[config.mk]
export PLATFORM = sky130hd
export DESIGN_NAME = spart_rx_flat
export DESIGN_NICKNAME = d
export VERILOG_FILES = /design/src/rtl/spart_rx_if.sv /design/src/rtl/spart_rx.sv /design/src/flat_wrapper.sv
export SDC_FILE = /design/constraint.sdc
export NUM_CORES = 1
export LEC_CHECK = 0
export CORE_MARGIN = 2
export CORE_UTILIZATION = 51
export CTS_BUF_LIST = sky130_fd_sc_hd__clkbuf_8
export DETAILED_ROUTE_END_ITERATION = 12
export GPL_TIMING_DRIVEN = 1
export PLACE_DENSITY = 0.74
export SLEW_MARGIN = 20
export SYNTH_ARGS = -nofsm -noshare
export SYNTH_HDL_FRONTEND = slang
export SYNTH_SLANG_ARGS = --single-unit
export TNS_END_PERCENT = 100
[constraint.sdc]
create_clock -name clk -period 1.5 [get_ports clk]
set_input_delay 0.45 -clock clk [delete_from_list [all_inputs] [get_ports clk]]
set_output_delay 0.45 -clock clk [all_outputs]
set_load 0.005 [all_outputs]
[src/rtl/spart_rx_if.sv]
// Processor-side view of the SPART receiver: received byte, status flags and
// the consume strobe.
interface spart_rx_if #(
  parameter int DATA_BITS = 8
);
  // Handshake: rda=1 means rx_data holds an unconsumed byte. The reader takes
  // rx_data while rda=1 and pulses clr_rda for one cycle. rda then drops on the
  // next clk. A byte that completes while rda=1 overwrites rx_data and sets
  // the overrun flag.
  logic                 clr_rda;
  logic [DATA_BITS-1:0] rx_data;
  logic                 rda;
  logic                 framing_err;
  logic                 overrun;

  modport master (
    output clr_rda,
    input  rx_data,
    input  rda,
    input  framing_err,
    input  overrun
  );

  modport slave (
    input  clr_rda,
    output rx_data,
    output rda,
    output framing_err,
    output overrun
  );
endinterface

[src/rtl/spart_rx.sv]
// SPART receiver: 8N1 deserialiser clocked by a 16x oversample tick. It holds
// the last good byte and sets rda, framing-error and overrun flags.
module spart_rx #(
  parameter int OVERSAMPLE = 16,
  parameter int DATA_BITS  = 8
) (
  input  logic       clk,
  input  logic       rst,
  input  logic       brg_en,
  input  logic       rxd,
  spart_rx_if.slave  bus,
  output logic [1:0] state_dbg
);
  localparam int TW = $clog2(OVERSAMPLE);
  localparam int BW = $clog2(DATA_BITS + 1);
  localparam logic [TW-1:0] HALF_LAST = TW'(OVERSAMPLE / 2 - 2);
  localparam logic [TW-1:0] BIT_LAST  = TW'(OVERSAMPLE - 1);
  localparam logic [BW-1:0] DATA_LAST = BW'(DATA_BITS - 1);

  typedef enum logic [1:0] {
    IDLE  = 2'd0,
    START = 2'd1,
    DATA  = 2'd2,
    STOP  = 2'd3
  } state_t;

  state_t               state_q, state_d;
  logic [TW-1:0]        tick_cnt_q, tick_cnt_d;
  logic [BW-1:0]        bit_cnt_q, bit_cnt_d;
  logic [DATA_BITS-1:0] shreg_q, shreg_d;
  logic [DATA_BITS-1:0] rx_data_q, rx_data_d;
  logic                 rda_q, rda_d;
  logic                 fe_q, fe_d;
  logic                 ov_q, ov_d;
  logic                 armed_q, armed_d;
  logic                 rxd_m_q, rxd_s_q;

  always_ff @(posedge clk or negedge rst) begin
    if (!rst) begin
      rxd_m_q    <= 1'b1;
      rxd_s_q    <= 1'b1;
      state_q    <= IDLE;
      tick_cnt_q <= '0;
      bit_cnt_q  <= '0;
      shreg_q    <= '0;
      rx_data_q  <= '0;
      rda_q      <= 1'b0;
      fe_q       <= 1'b0;
      ov_q       <= 1'b0;
      armed_q    <= 1'b1;
    end else begin
      rxd_m_q    <= rxd;
      rxd_s_q    <= rxd_m_q;
      state_q    <= state_d;
      tick_cnt_q <= tick_cnt_d;
      bit_cnt_q  <= bit_cnt_d;
      shreg_q    <= shreg_d;
      rx_data_q  <= rx_data_d;
      rda_q      <= rda_d;
      fe_q       <= fe_d;
      ov_q       <= ov_d;
      armed_q    <= armed_d;
    end
  end

  // armed blocks a start until the line has been seen high once after a
  // low stop bit, so a held break cannot retrigger frames.
  always_comb begin
    state_d    = state_q;
    tick_cnt_d = tick_cnt_q;
    bit_cnt_d  = bit_cnt_q;
    shreg_d    = shreg_q;
    rx_data_d  = rx_data_q;
    rda_d      = rda_q;
    fe_d       = fe_q;
    ov_d       = ov_q;
    armed_d    = armed_q;

    if (bus.clr_rda) begin
      rda_d = 1'b0;
      fe_d  = 1'b0;
      ov_d  = 1'b0;
    end

    if (brg_en) begin
      case (state_q)
        IDLE: begin
          if (rxd_s_q) begin
            armed_d = 1'b1;
          end else if (armed_q) begin
            state_d    = START;
            tick_cnt_d = '0;
          end
        end
        START: begin
          if (tick_cnt_q == HALF_LAST) begin
            tick_cnt_d = '0;
            bit_cnt_d  = '0;
            state_d    = rxd_s_q ? IDLE : DATA;
          end else begin
            tick_cnt_d = tick_cnt_q + TW'(1);
          end
        end
        DATA: begin
          if (tick_cnt_q == BIT_LAST) begin
            tick_cnt_d = '0;
            shreg_d    = {rxd_s_q, shreg_q[DATA_BITS-1:1]};
            bit_cnt_d  = bit_cnt_q + BW'(1);
            if (bit_cnt_q == DATA_LAST) state_d = STOP;
          end else begin
            tick_cnt_d = tick_cnt_q + TW'(1);
          end
        end
        STOP: begin
          if (tick_cnt_q == BIT_LAST) begin
            tick_cnt_d = '0;
            state_d    = IDLE;
            armed_d    = rxd_s_q;
            if (rxd_s_q) begin
              // Completion overrides a coincident clr_rda.
              rx_data_d = shreg_q;
              rda_d     = 1'b1;
              if (rda_q && !bus.clr_rda) ov_d = 1'b1;
            end else begin
              fe_d = 1'b1;
            end
          end else begin
            tick_cnt_d = tick_cnt_q + TW'(1);
          end
        end
        default: state_d = IDLE;
      endcase
    end
  end

  assign bus.rx_data     = rx_data_q;
  assign bus.rda         = rda_q;
  assign bus.framing_err = fe_q;
  assign bus.overrun     = ov_q;
  assign state_dbg       = state_q;
endmodule

[src/flat_wrapper.sv]
// flat-port wrapper written by rule: the top's interface ports become plain ports
module spart_rx_flat 
#(
  parameter int OVERSAMPLE = 16,
  parameter int DATA_BITS  = 8
)
  (clk, rst, brg_en, rxd, state_dbg, bus_clr_rda, bus_rx_data, bus_rda, bus_framing_err, bus_overrun);
  spart_rx_if #(.DATA_BITS(DATA_BITS)) bus_i ();
  input  logic clk;
  input  logic rst;
  input  logic brg_en;
  input  logic rxd;
  output logic [1:0] state_dbg;
  input wire logic [$bits(bus_i.clr_rda)-1:0] bus_clr_rda;
  output wire logic [$bits(bus_i.rx_data)-1:0] bus_rx_data;
  output wire logic [$bits(bus_i.rda)-1:0] bus_rda;
  output wire logic [$bits(bus_i.framing_err)-1:0] bus_framing_err;
  output wire logic [$bits(bus_i.overrun)-1:0] bus_overrun;
  assign bus_i.clr_rda = bus_clr_rda;
  assign bus_rx_data = bus_i.rx_data;
  assign bus_rda = bus_i.rda;
  assign bus_framing_err = bus_i.framing_err;
  assign bus_overrun = bus_i.overrun;
  spart_rx #(.OVERSAMPLE(OVERSAMPLE), .DATA_BITS(DATA_BITS)) u_core (.clk(clk), .rst(rst), .brg_en(brg_en), .rxd(rxd), .bus(bus_i), .state_dbg(state_dbg));
endmodule
### Yosys cells after proc, flatten, opt, wreduce, memory -nomap -nowiden

Index checks and enable logic that the tools add are counted.

| storage, ports and cells | value |
|---|---|
| output and inout port bits | 13 |
| register bits after elaboration | 32 |

| cells by class | value |
|---|---|
| muxes and demuxes | 35 |
| reduce and logical (&&, ||, !) cells | 12 |
| add/subtract/negate cells | 2 |
| equal/unequal tests | 13 |

Operators with widths:

| cell | count |
|---|---|
| 2-to-1 mux 4 bit | 6 |
| 2-to-1 mux 1 bit | 18 |
| 2-to-1 mux 2 bit | 7 |
| inequality test 2 x 1 -> 1 bit (second input constant) | 6 |
| one-hot mux 4 bit (3 select lines) | 1 |
| AND reduction 4 bit | 3 |
| adder 4 x 1 -> 4 bit (second input constant) | 2 |
| equality test 4 x 3 -> 1 bit (second input constant) | 2 |
| one-hot mux 2 bit (4 select lines) | 1 |
| one-hot mux 4 bit (2 select lines) | 1 |
| AND reduction 7 bit | 1 |
| AND reduction 3 bit | 2 |
| equality test 2 bit (second input constant) | 2 |
| equality test 4 bit (second input constant) | 1 |
| nonzero test 2 bit | 2 |
| equality test 2 x 1 -> 1 bit (second input constant) | 1 |
| zero test 2 bit | 1 |
| inequality test 2 bit (second input constant) | 1 |
| one-hot mux 1 bit (2 select lines) | 1 |
| OR reduction 2 bit | 1 |
| logical AND 1 bit | 1 |
| zero test 1 bit | 1 |

### Longest topological paths before layout

Gate-level depths: netlist of the first run.

| depth | value |
|---|---|
| depth after elaboration | 7 |
| gate-level depth with buffers | 6 |

### Worst setup path before layout of the first run

OpenSTA, ideal clock, no wires.

| path | value |
|---|---|
| path type | reg2reg |
| start | register u_core.tick_cnt_q[0] |
| end | register u_core.rx_data_q[0] (netlist: u_core.bus.rx_data[0]) |
| cell stages (with the launch flop) | 5 |
| library setup time | 125 ps |
| path slack | -87 ps |
| data arrival time | 1463 ps |
| required time | 1375 ps |
| period minus slack after synthesis | 1587 ps |
| cells stage by stage | dfrtp_1 ha_1 nand4_4 nor3_4 mux2_2 |

| between the ends | value |
|---|---|
| cells in the longest elaborated chain, start to end | 2 |

Ends and longest elaborated chain:

| what | line | source |
|---|---|---|
| start: declaration | spart_rx.sv:28 | `logic [TW-1:0] tick_cnt_q, tick_cnt_d;` |
| start signal: assignment | spart_rx.sv:55 | `tick_cnt_q <= tick_cnt_d;` |
| equality test 4 bit | spart_rx.sv:115 | `if (tick_cnt_q == BIT_LAST) begin` |
| AND reduction 4 bit (no line) | n/a |  |
| end signal: assignment | spart_rx.sv:58 | `rx_data_q <= rx_data_d;` |
| end: declaration | spart_rx.sv:31 | `logic [DATA_BITS-1:0] rx_data_q, rx_data_d;` |

Every way passes these cells.
A chain may end at the register's enable or synchronous reset.

### Worst setup path in the final report of the first run

| path | value |
|---|---|
| start | register u_core.tick_cnt_q[0] |
| end | register u_core.rx_data_q[4] (netlist: u_core.bus.rx_data[4]) |

The elaborated chain is that of the path after synthesis.

==> results of run 1 <==
[worst max-delay path, delay by kind of cell (launching register included)]
kind / cells / cell delay (ns)
DFF: 1 / 0.41
and+or+nand+nor: 2 / 0.34
muxes: 1 / 0.29
buffers and inverters: 1 / 0.17
adders and majority gates: 1 / 0.16
[kinds of logic after synthesis]
family	share of synthesized area [%]
flip-flops	56.3
buffers and inverters	3.24
adder cells (fa/ha/maj)	2.63
multiplexers	12.5
XOR/XNOR	0.613
AO/OA/AOI/OAI	12.0
AND/OR/NAND/NOR	12.7
[what timing repair did]
item,4_1_cts,5_1_grt
hold endpoints to repair,0,0
pin swaps,4,3
setup buffers,2,1
setup endpoints to repair,33,24
hold buffers,0,0
gates resized for setup,36,20
[layout make-up]
cell class	instances	area share, %
multi-input combinational	75	34.7
tap	31	1.91
sequential	32	39.9
clock buffer	6	4.07
clock inverter	2	0.370
inverter	8	1.48
timing repair buffer	39	17.6
[power breakdown]
part	switching [mW]	internal, mW
sequential	0.128	1.01
combinational	0.476	0.523
clock	0.286	0.360
[per-layer routing]
metal	vias up	wire (um)	GRT usage, %
met5	-	0	0
met4	0	15	4.98
met3	2	114	7.03
met2	23	1540	33.2
met1	538	1460	28.4
li1	513	-	-
[final timing paths]
check                                                 start                                end  depth (start not counted)
setup reg to reg           u_core.tick_cnt_q[0]$_DFFE_PN0P_  u_core.bus.rx_data[4]$_DFFE_PN0P_                          5
min in group asynchronous                               rst      u_core.shreg_q[2]$_DFFE_PN0P_                          2
max in group asynchronous                               rst         u_core.armed_q$_DFFE_PN1P_                          2
hold reg to reg                    u_core.rxd_m_q$_DFF_PN1_           u_core.rxd_s_q$_DFF_PN1_                          0
hold / removal                     u_core.rxd_m_q$_DFF_PN1_           u_core.rxd_s_q$_DFF_PN1_                          0
setup / recovery           u_core.tick_cnt_q[0]$_DFFE_PN0P_  u_core.bus.rx_data[4]$_DFFE_PN0P_                          5
[sequential cells by signal (all words and copies together), names as in the netlist, named ones only]
name,flops
u_core.armed_q,1
u_core.bit_cnt_q,4
u_core.bus.framing_err,1
u_core.bus.overrun,1
u_core.bus.rda,1
u_core.bus.rx_data,8
u_core.rxd_m_q,1
u_core.rxd_s_q,1
u_core.shreg_q,8
u_core.state_dbg,1
u_core.tick_cnt_q,4
[cell usage in the layout, fill, tap and decap left out, types with 2 or more instances in the layout]
cell type and n:
dfrtp_1 26, buf_4 17, mux2_4 15, dlygate4sd2_1 14, inv_1 10, clkbuf_8 6
nor2_1 4, nand2_1 4, o21ai_1 4, a31oi_1 4, a21oi_1 3, nand3_1 3
o21ai_0 3, dfrtp_2 3, clkdlybuf4s50_1 3, dfstp_2 3, nand2_2 2, o22ai_1 2
nor2_4 2, nor2b_1 2, o31ai_2 2, o21a_1 2, o21ai_2 2, buf_12 2
buf_6 2
[per-stage QoR]
stage / TNS [ns] / cells / utilization (%) / instance area, um2
floorplan: -0.585 / 118 / - / 1440
global placement: -7.38 / 182 / 66.5 / 1800
detailed placement: -8.31 / 182 / 66.5 / 1800
finish: 0 / 193 / 74.8 / 2030
CTS: -0.287 / 192 / 72.6 / 1970
global route: -0.395 / 193 / 74.8 / 2030
==> key figures, run 1 <==
Setup path
  • CP cell instances: ha_4 -> nand4_4 -> nor3_4 -> buf_12 -> mux2_4
  • Critical path class: flop to flop
  • Critical Path AT: between 1.5 and 2 ns
  • Startpoint types: flop
  • Worst EP required: 1.66 ns
  • Worst-path maximum fanout: 8
  • R2R setup slack: around 0.0055 ns
  • Crit. End Element: flop
  • Max incr delay on CP: between 0.4 and 0.5 ns
  • Slowest stage cell, crit path: dfrtp_2

STA
  • F_max: ~670 MHz
  • Slew @ Worst Pin: between 0.5 and 0.6 ns
  • Relative slew slack: between 60% and 70%
  • RSZ-0062 raised after global routing: yes
  • Final hold violation count: 0
  • Layout Skew: around 0.010 ns
  • Fin. max-slew vios: 0
  • Tcrit/Tclk final: approximately 100%
  • Final worst slack: approximately 0.0055 ns
  • # setup viols final: 0
  • Hold WS: around 0.36 ns
  • Final min period: 1.49 ns

Logic synthesis
  • Sequential element share of the synthesized area: between 50 and 60%
  • Yosys reg bits: 32
  • Synth warn: 0
  • Avg Inst Size Synth: 12.1 um2
  • Area leader, netlist: dfrtp_1
  • Post-Syn Nets: ~130
  • Share of the synthesized area in the top cell type: approximately half
  • Syn Inst Count: between 100 and 150
  • Post-Syn Area: between 1000 and 1500 um2
  • Post-synthesis async set-or-reset flop share: between 90% and 100%
  • Main synth FF type: dfrtp_1
  • Post-synth top cells: dfrtp_1, mux2_2, o21ai_0
  • Count leader, synth: dfrtp_1
  • Synth unique cells: 36
  • Synth area leaders: dfrtp_1, mux2_2, dfstp_2
  • EDFF count, synth: 0

Pwr
  • Total power draw: between 2 and 3 mW
  • PD cells: approximately 1400 nW/um2
  • Leakage Power: about 0.98 nW
  • Peak VDD IR: approximately 0.0013 V

Clock network
  • Worst-skew pair later-pin latency: 0.28 ns
  • Worst-path clk slew: 0.06 ns
  • H-Tree Depth: 2
  • Clock Sinks: 32
  • Total CTS buffers: 5
  • Root Buffer: clkbuf_8
  • Maximum root-to-sink buffer count: 2
  • CTS tree: built

Detailed routing
  • Via count: ~1,100
  • Vias/cell: around 5.6
  • DRC viols: 0
  • Wire per inst: 16.2 um
  • Post-route ant nets: 0
  • DR pass1 iterations: 4
  • Drt total wl: approximately 3100 um
  • Violation count after the first detailed-route iteration: 28

Die
  • Initial core utilization: 52.7%
  • Die area: roughly 3200 um2
  • # rows: 19
  • Die Height: approximately 57 um
  • Die W: 56.9 um
  • I/O pin count: 18
  • Core box area: roughly 2700 um2

Run
  • Number of max-cap violations: 0

Layout
  • Antenna Diode Count: 0
  • Layout Nets: approximately 170
  • Seq. cell area: around 800 um2
  • Synth-to-Final Area Change: 41.9%
  • Footprint of the multi-input gates: around 700 um2
  • Filler cell count: roughly 180
  • Layout cells sized above 1: between 40% and 50%

Placed design
  • Buffers on Ports: 17
  • Routability Congestion: around 0.8
  • Hpwl dp: approximately 2100 um
  • Setup WS pre-CTS: -0.390 ns

Global routing
  • Vias in the first global route: ~1,100
  • Initial antenna violation count: 0
  • GRT overflow: 0
  • First-pass GRT wire length: 5210 um
  • Global-route usage over all layers: approximately a fifth
  • Largest net degree at the start of global routing: 33

Hold path
  • Worst hold path class: flop to flop

Status
  • Status: complete, no violations
Power figures use the tool's default switching activity.
==> run 2, diff against run 1 <==
--- a/config.mk
+++ b/config.mk
@@ -9,8 +9,9 @@
 export CORE_UTILIZATION = 51
 export CTS_BUF_LIST = sky130_fd_sc_hd__clkbuf_8
 export DETAILED_ROUTE_END_ITERATION = 12
+export GPL_ROUTABILITY_DRIVEN = 0
 export GPL_TIMING_DRIVEN = 1
-export PLACE_DENSITY = 0.74
+export PLACE_DENSITY = 0.86
 export SLEW_MARGIN = 20
 export SYNTH_ARGS = -nofsm -noshare
 export SYNTH_HDL_FRONTEND = slang
==> run 2 against run 1 <==
Net effect:
- the run now ends with negative setup slack left
- fmax is 1.0% lower
- sequential share of layout area rose by 0.14 points
- global-route usage grew 3.0 points
- combinational power decreased by 4.0%
- count of clock-buffer cells in the layout stayed put
==> key figures, run 2 (synthesized netlist as in run 1, its figures left out) <==
Pwr
  • P_sw: 0.958 mW (+7.6%)
  • Net Sw Frac: 34.1% (+2.2 points)
  • Clock power frac: 24.9% (+1.7 points)
  • Power share of the combinational group: 34.1% (-1.7 points)
  • Sequential Power Share: 40.9% (about the same)
  • Peak VDD IR: 0.00127 V (-2.3%)
  • PD cells: 1390 nW/um2 (+1.3%)
  • P_int: 1.85 mW (-2.4%)
  • Leakage Power: 0.995 nW (+1.1%)

Setup path
  • Crit. End Element: flop
  • Worst-path maximum fanout: 5 (-3)
  • Startpoint types: flop
  • Critical path class: flop to flop
  • Worst EP required: 1.68 ns (+0.02 ns)
  • Critical Path AT: 1.69 ns (+0.04 ns)

Global routing
  • GRT overflow: 0 (unchanged)
  • Largest net degree at the start of global routing: 33 (unchanged)
  • Initial antenna violation count: 0 (unchanged)
  • First-pass GRT wire length: 5640 um (+8.4%)
  • Vias in the first global route: 1,147 (+3.9%)
  • Global-route usage over all layers: 24.0% (+3.0 points)

STA
  • Final min period: 1.51 ns (+0.0157 ns)
  • Fin. max-slew vios: 0 (unchanged)
  • Layout Skew: 0.00822 ns (-0.00198 ns)
  • Tcrit/Tclk final: 101% (+1.0 points)
  • Final hold violation count: 0 (unchanged)
  • RSZ-0062 raised after global routing: yes
  • Final worst slack: -0.0102 ns (-0.0157 ns)
  • Fin Setup TNS: -0.0149 ns (-0.0149 ns)
  • F_max: 662 MHz (-1.0%)
  • # setup viols final: 2 (+2)
  • Relative slew slack: 70.5% (+7.1 points)
  • Slew @ Worst Pin: 0.439 ns (-0.106 ns)

Detailed routing
  • Wire per inst: 18.3 um (+13%)
  • DR pass1 iterations: 4 (unchanged)
  • Drt total wl: 3600 um (+15%)
  • Violation count after the first detailed-route iteration: 42 (+50%)
  • Post-route ant nets: 0 (unchanged)
  • Vias/cell: 5.90 (+5.9%)
  • Via count: 1,163 (+8.1%)
  • DRC viols: 0 (unchanged)

Layout
  • Footprint of the multi-input gates: 678 um2 (-3.6%)
  • Leading cell types in the layout, fill and taps excluded: dfrtp_1, buf_4, dlygate4sd2_1
  • Commonest non-fill, non-tap cell in the layout: dfrtp_1
  • Seq. cell area: 807 um2 (-0.15%)
  • Antenna Diode Count: 0 (unchanged)
  • Synth-to-Final Area Change: 41.2%
  • Filler cell count: 162 (-12%)
  • Layout Nets: 173 (+2.4%)
  • Layout cells sized above 1: 42.8% (+2.0 points)

Die
  • # rows: 19 (unchanged)
  • Die W: 56.9 um (unchanged)
  • Core box area: 2710 um2 (unchanged)
  • Die Height: 56.9 um (unchanged)
  • Initial core utilization: 52.7% (unchanged)
  • I/O pin count: 18 (unchanged)
  • Die area: 3240 um2 (unchanged)

Clock network
  • CTS tree: built
  • Worst-path clk slew: 0.06 ns (about the same)
  • Worst-skew pair later-pin latency: 0.30 ns (+0.02 ns)
  • Total CTS buffers: 5 (unchanged)
  • Clock Sinks: 32 (unchanged)
  • Root Buffer: clkbuf_8
  • Maximum root-to-sink buffer count: 2 (unchanged)
  • CTS Hold Buffers Added: 0 (unchanged)
  • H-Tree Depth: 2 (unchanged)

Status
  • Violated checks: negative setup slack
  • Status: finished with violations

Placed design
  • Setup WS pre-CTS: -0.380 ns (+0.00983 ns)
  • Hpwl dp: 2050 um (-3.5%)
  • Buffers on Ports: 17 (unchanged)

Run
  • Number of max-cap violations: 0 (unchanged)

Hold path
  • Worst hold path class: flop to flop
[run 2: cell types whose count changed in the layout (fill, tap and decap cells not counted), moves of 2 or more]
cell	delta
nand3_2	+2
mux2_2	+7
inv_1	-3
clkinv_2	+2
mux2_4	-7
o21ai_0	+2
buf_4	+5
nand3_1	-2
[run 2: layout make-up]
cell class | count | area share, %
clock buffers | 6 | 4.09
clock inverters | 2 | 0.496
inverters | 8 | 1.49
multi-input cells | 75 | 33.6
flip-flops and latches | 32 | 40.0
well taps | 31 | 1.92
repair buffers | 43 | 18.4
[run 2: worst paths after layout]
check,slack (ns),endpoint,startpoint,cells past startpoint
worst max-delay path,-0.01,u_core.bus.rx_data[4]$_DFFE_PN0P_,u_core.rxd_s_q$_DFF_PN1_,4
worst min-delay path,0.36,u_core.rxd_s_q$_DFF_PN1_,u_core.rxd_m_q$_DFF_PN1_,0
worst max register to register,-0.01,u_core.bus.rx_data[4]$_DFFE_PN0P_,u_core.rxd_s_q$_DFF_PN1_,4
worst min register to register,0.36,u_core.rxd_s_q$_DFF_PN1_,u_core.rxd_m_q$_DFF_PN1_,0
max in group asynchronous,0.73,u_core.rxd_s_q$_DFF_PN1_,rst,2
min in group asynchronous,0.52,u_core.shreg_q[2]$_DFFE_PN0P_,rst,2
[run 2: per-stage QoR]
stage          power (mW)  cells  utilization, %  instance area [um2]  hold slack (ns)
2_1_floorplan        1.59    118               -                 1440            0.154
3_3_place_gp         1.90    182            66.0                 1790            0.346
3_5_place_dp         1.97    182            66.0                 1790            0.351
4_1_cts              2.72    197            72.3                 1960            0.360
5_1_grt              2.96    197            74.5                 2020            0.364
6_report             2.81    197            74.5                 2020            0.359
[run 2: critical path, stage by stage, from the launching register on]
cell and delay [ns]:
dfstp_2 0.59, inv_2 0.08, nor3_4 0.25, buf_6 0.17, mux2_4 0.31
[run 2: power groups by stage]
stage | registers (mW) | logic [mW] | clock network (mW)
3_5_place_dp | 1.18 | 0.792 | 0
5_1_grt | 1.17 | 1.05 | 0.751
3_3_place_gp | 1.16 | 0.740 | 0
2_1_floorplan | 1.18 | 0.411 | 0
6_report | 1.15 | 0.959 | 0.701
4_1_cts | 1.15 | 0.864 | 0.708
[run 2: metal layers]
| metal | wire length, um | vias up | track usage (%) |
|---|---|---|---|
| li1 | - | 519 | - |
| met1 | 1540 | 580 | 31.0 |
| met2 | 1730 | 53 | 37.3 |
| met3 | 251 | 11 | 9.07 |
| met4 | 85 | 0 | 8.97 |
| met5 | 0 | - | 0 |
[run 2: what timing repair did]
item / in CTS / in global routing
pin swaps: 3 / 2
setup buffers: 7 / 0
resized for setup: 27 / 17
setup endpoints to repair: 33 / 24
